`src/rtl/pipe_stage_reg.sv`:
```
// pipe_stage_reg: handshaked pipeline stage register carrying an
// instruction word and its PC+4 between two pipeline stages.
// SKID=1 adds a second entry so in_ready is purely register-derived;
// SKID=0 is a single register whose in_ready follows out_ready.
// A flush empties the stage and leaves a NOP bubble tagged with the
// incoming PC+4. A saturating counter records downstream stall cycles.
module pipe_stage_reg #(
   parameter int                INSN_W  = 32,
   parameter int                PC_W    = 32,
   parameter logic [INSN_W-1:0] NOP_VAL = '0,
   parameter int                SKID    = 1,
   parameter int                CNT_W   = 16
) (
   input  logic              clk,
   input  logic              rst,
   input  logic              flush,
   input  logic              in_valid,
   output logic              in_ready,
   input  logic [INSN_W-1:0] in_insn,
   input  logic [PC_W-1:0]   in_pc4,
   output logic              out_valid,
   input  logic              out_ready,
   output logic [INSN_W-1:0] out_insn,
   output logic [PC_W-1:0]   out_pc4,
   output logic [CNT_W-1:0]  stall_cnt
);

   // Main entry: drives the outputs directly, so they are registered.
   logic              m_valid;
   logic [INSN_W-1:0] m_insn;
   logic [PC_W-1:0]   m_pc4;

   logic in_fire;
   logic out_fire;

   assign in_fire   = in_valid & in_ready;
   assign out_fire  = m_valid & out_ready;
   assign out_valid = m_valid;
   assign out_insn  = m_insn;
   assign out_pc4   = m_pc4;

   if (SKID != 0) begin : g_skid
      // Skid entry: catches the one entry accepted while main is stalled.
      logic              s_valid;
      logic [INSN_W-1:0] s_insn;
      logic [PC_W-1:0]   s_pc4;

      // Accept whenever the skid slot is free; independent of out_ready.
      assign in_ready = !s_valid;

      // Main/skid update: skid drains into main first to keep FIFO order.
      always_ff @(posedge clk) begin
         // NOTE: state uses non-blocking assignments so every register
         // samples pre-edge values; blocking here would chain skid->main
         // within one edge and break ordering.
         if (rst) begin
            m_valid <= 1'b0;
            m_insn  <= NOP_VAL;
            m_pc4   <= '0;
            s_valid <= 1'b0;
            s_insn  <= NOP_VAL;
            s_pc4   <= '0;
         end else if (flush) begin
            // Drop both held entries and anything arriving this cycle.
            m_valid <= 1'b0;
            m_insn  <= NOP_VAL;
            m_pc4   <= in_pc4;
            s_valid <= 1'b0;
         end else if (!m_valid || out_fire) begin
            if (s_valid) begin
               m_valid <= 1'b1;
               m_insn  <= s_insn;
               m_pc4   <= s_pc4;
               s_valid <= in_fire;
               if (in_fire) begin
                  s_insn <= in_insn;
                  s_pc4  <= in_pc4;
               end
            end else if (in_fire) begin
               m_valid <= 1'b1;
               m_insn  <= in_insn;
               m_pc4   <= in_pc4;
            end else begin
               // Bubble: payload keeps its last value, only valid drops.
               m_valid <= 1'b0;
            end
         end else if (in_fire) begin
            s_valid <= 1'b1;
            s_insn  <= in_insn;
            s_pc4   <= in_pc4;
         end
      end
   end else begin : g_noskid
      // Single register: room exists if empty or the entry leaves now.
      assign in_ready = !m_valid | out_ready;

      // Main update: reload from upstream whenever the slot frees up.
      always_ff @(posedge clk) begin
         if (rst) begin
            m_valid <= 1'b0;
            m_insn  <= NOP_VAL;
            m_pc4   <= '0;
         end else if (flush) begin
            m_valid <= 1'b0;
            m_insn  <= NOP_VAL;
            m_pc4   <= in_pc4;
         end else if (!m_valid || out_fire) begin
            m_valid <= in_valid;
            if (in_valid) begin
               m_insn <= in_insn;
               m_pc4  <= in_pc4;
            end
         end
      end
   end

   // Stall counter: valid entry refused downstream, saturating, rst-only clear.
   always_ff @(posedge clk) begin
      if (rst) begin
         stall_cnt <= '0;
      end else if (m_valid && !out_ready && (stall_cnt != '1)) begin
         stall_cnt <= stall_cnt + 1'b1;
      end
   end

endmodule
```
`config.mk`:
```
export PLATFORM = sky130hd
export DESIGN_NAME = pipe_stage_reg
export DESIGN_NICKNAME = d
export VERILOG_FILES = /design/src/rtl/pipe_stage_reg.sv
export SDC_FILE = /design/constraint.sdc
export NUM_CORES = 1
export LEC_CHECK = 0
export CORE_MARGIN = 10
export CORE_UTILIZATION = 51
export CTS_BUF_LIST = sky130_fd_sc_hd__clkbuf_8
export CTS_CLUSTER_SIZE = 16
export DETAILED_ROUTE_END_ITERATION = 8
export GPL_TIMING_DRIVEN = 0
export PLACE_DENSITY = 0.85
export SLEW_MARGIN = 20
export SYNTH_ARGS = -nofsm -noshare
export SYNTH_HDL_FRONTEND = slang
export SYNTH_SLANG_ARGS = --single-unit
```
`constraint.sdc`:
```
create_clock -name clk -period 2.1 [get_ports clk]
set_clock_uncertainty 0.1 [all_clocks]
set_input_delay 0.42 -clock clk [delete_from_list [all_inputs] [get_ports clk]]
set_output_delay 0.42 -clock clk [all_outputs]
set_load 0.1 [all_outputs]
```
==> run summary <==
The final max-slew violation count was 0; the area fraction of the dominant cell type after synthesis was 0.497. The min-delay analysis places its worst path in the category flip-flop to flip-flop. The area growth from synthesis to layout is 38.4%. On the worst path, the slowest cell contributes a delay of 320 ps. The count of nets left with antenna violations once routing finished came out at 0. In this run the static leakage power is 3.04 nW. The worst setup path is launched from a flip-flop. Wires add up to 17300 um.

In the routed design, unresolved DRC markers number 0. The cell with the largest stage delay on the worst path was sky130_fd_sc_hd__dfxtp_1. The logs give 17 for the maximum number of pins on one net before global-route repair and 488 MHz for the top achievable clock speed.

For the starting density of the core, the log shows 0.517. Number of input and output port buffers inserted: 149. The floorplan step set the die width to 127 um. The core region is 0.0114 mm^2. The final layout contains 909 nets. In the post-synthesis netlist, the biggest area contributors are sky130_fd_sc_hd__dfxtp_1, sky130_fd_sc_hd__mux2i_1, sky130_fd_sc_hd__nand2_1, sky130_fd_sc_hd__a211oi_1, sky130_fd_sc_hd__a21oi_1. Along the worst path, the maximum fanout reaches 10.

After synthesis the cells add up to 0.00588 mm^2. In the final layout, the multi-input gates occupy 0.00272 mm^2. The run finished with clean final reports. In the layout the commonest cells are sky130_fd_sc_hd__nand2_1, sky130_fd_sc_hd__dfxtp_1, sky130_fd_sc_hd__clkdlybuf4s15_2. The run gives 0.000567 V as the maximum ir drop on the vdd rail. The clock tree root driver cell was sky130_fd_sc_hd__clkbuf_8. After global routing the overflow that remains totals 0. STA puts the critical path data required time at 1580 ps. The cell type contributing the most total cell area after synthesis was sky130_fd_sc_hd__dfxtp_1. The number of endpoints failing setup at the final stage is 0, and the mean routed wirelength per cell is 17.4 um.

The number of ports placed on the die boundary was 151. The share of final-layout standard cells stronger than drive strength 1 was 0.188; the number of placement rows was 39. Overall fraction of global-route tracks in use: 0.207.

Global placement routability congestion: 0.854. Synthesis produced a netlist with a net count of 741. The HPWL after detailed placement is 12900 um. STA classifies the critical path endpoint as an output pin. For this block, the initial DRC count from the detailed router was 417.

The global-route wire length before repair was 27900 um; the CTS buffer count was 17. The logs give 146 for the number of sinks handled by clock tree synthesis and 1530 ps for the arrival time at the worst endpoint. The portion of the clock cycle consumed by the worst path in the final layout works out to 0.976. Setup repair after global routing left no endpoint under its margin. The logs give 5565 for the via total after detailed routing and 0 ps for the total negative setup slack. Clock-pin slew was measured on the worst setup and hold paths at 70 ps.

Startpoint-to-endpoint class of the critical path: flip-flop to output pin. The logs give 0.0162 mm^2 for the area enclosed by the die boundary and 0.00295 mm^2 for the total area of sequential cells. TritonCTS built the clock tree.

In this run, distinct cell masters in the synthesized netlist total 38. For the worst-skew pair, the clock arrives at the later sink with an insertion delay of 440 ps. In this run the power density over the cells is 800 mW/mm^2.

The count of maximum capacitance violations was 0; the synthesized flop and latch total was 146. The via count of the first global-routing pass came out at 5579. The per-instance average area after synthesis is 8.76 um^2, and the first-pass iteration count of the detailed router is 5. The detailed-route vias per instance was 5.60; the placement-stage worst setup slack was -568 ps.

The cell that appears most often on the critical path is sky130_fd_sc_hd__buf_4. The maximum root-to-sink buffer count came out at 2. The worst relative slew slack is 0.508, and the actual slew at the worst max-slew pin is 737 ps. The logs give 1 for the initial antenna violation count and 0 for the total number of yosys warnings.

Leaving out fill and tap cells, the most frequent cell in the layout is sky130_fd_sc_hd__nand2_1. Measured along the y axis, the die boundary spans 127 um. The run gives 0.497 as the share of the yosys chip area belonging to registers. The worst-case setup margin in the final layout was 51.4 ps; the clock period minus final worst setup slack was 2050 ps. The fill cell instance count of the final layout was 848. In this run, post-CTS hold repair placed 0 buffers. The hold violation total from the final report was 0; the cell count after synthesis was 671.

Walking the worst path, the cells encountered are buf_2 > buf_4 > inv_1 > buf_4. The clock tree synthesis step divided the H-tree into 4 levels.
==> metrics by stage <==
| step | hold slack [ps] | instance area, um^2 | cells | utilization | total power, mW |
|---|---|---|---|---|---|
| floorplan | 336 | 5900 | 671 | - | 3.73 |
| global placement | 341 | 7570 | 963 | 0.666 | 4.09 |
| global route | 367 | 8140 | 994 | 0.716 | 6.71 |
| CTS | 357 | 8120 | 993 | 0.715 | 6.53 |
| detailed placement | 346 | 7570 | 963 | 0.666 | 4.11 |
| finish | 356 | 8140 | 994 | 0.716 | 6.51 |
==> critical path: cells and delay by family, from the launching register on <==
kind	cells	cell delay, ps
buf+inv	4	780
flops	1	320
==> per-layer routing <==
metal | wire length (um) | part of all wire | track usage | up-vias
met3 | 1370 | 0.079 | 0.0736 | 20
li1 | - | - | - | 2687
met2 | 8470 | 0.49 | 0.353 | 185
met4 | 197 | 0.011 | 0.0576 | 0
met1 | 7280 | 0.42 | 0.238 | 2673
met5 | 0 | 0 | 0 | -
==> where the power goes <==
group          switching (mW)  leakage, nW  internal [mW]
combinational           0.825         1.62          0.308
clock                    1.07        0.220           1.41
sequential             0.0521         1.20           2.85
==> Yosys cell counts, drive strengths merged <==
library cell and count:
inv 3, a21oi 80, and3 4, nor3b 1
o21ai 6, o41ai 1, a211oi 64, or4 8
nor4 4, nor3 2, or2 2, clkbuf 28
nand2b 2, nand2 134, or3 4, o31ai 7
nand3b 1, o21bai 1, dfxtp 146, nand3 5
o2111ai 1, buf 26, mux2i 65, ha 1
nor2 68, nand4 4, and4b 2, nor2b 1
==> area by class of cell <==
cell class / instances / area share
inverters: 3 / 0.00138
flip-flops and latches: 146 / 0.362
clock buffers: 17 / 0.0288
plain buffers: 54 / 0.0298
clock inverters: 13 / 0.0261
diodes: 1 / 0.000308
multi-input cells: 468 / 0.334
repair buffers: 149 / 0.195
well taps: 143 / 0.0220
==> what timing repair did <==
action | CTS | global route
pin swaps | 0 | 0
setup buffers | 0 | 0
gates cloned | 0 | 0
setup endpoints to repair | 82 | 103
gates resized for setup | 251 | 5
==> logic make-up after synthesis <==
kind of cell	Yosys count	share of synthesized area
multiplexers	65	0.111
adder cells (fa/ha/maj)	1	0.00213
AND/OR/NAND/NOR	242	0.180
flip-flops	146	0.497
AO/OA/AOI/OAI	160	0.168
buffers and inverters	57	0.0419
==> flip-flops by register name, summed over array words and instances, names as in the netlist <==
signal          count
stall_cnt          16
out_pc4            32
g_skid.s_insn      32
g_skid.s_valid      1
out_insn           32
out_valid           1
g_skid.s_pc4       32
==> final timing paths <==
| path | from | end | slack (ps) | cells after the start |
|---|---|---|---|---|
| worst max-delay path | g_skid.s_valid$_SDFFE_PP0P_ | in_ready | 50 | 4 |
| worst max register to register | stall_cnt[0]$_SDFFE_PP0P_ | stall_cnt[6]$_SDFFE_PP0P_ | 150 | 6 |
| worst min-delay path | g_skid.s_insn[25]$_SDFFE_PP0P_ | g_skid.s_insn[25]$_SDFFE_PP0P_ | 360 | 2 |
| worst min register to register | g_skid.s_insn[25]$_SDFFE_PP0P_ | g_skid.s_insn[25]$_SDFFE_PP0P_ | 360 | 2 |
No activity file was read; power rests on OpenSTA's default activity.
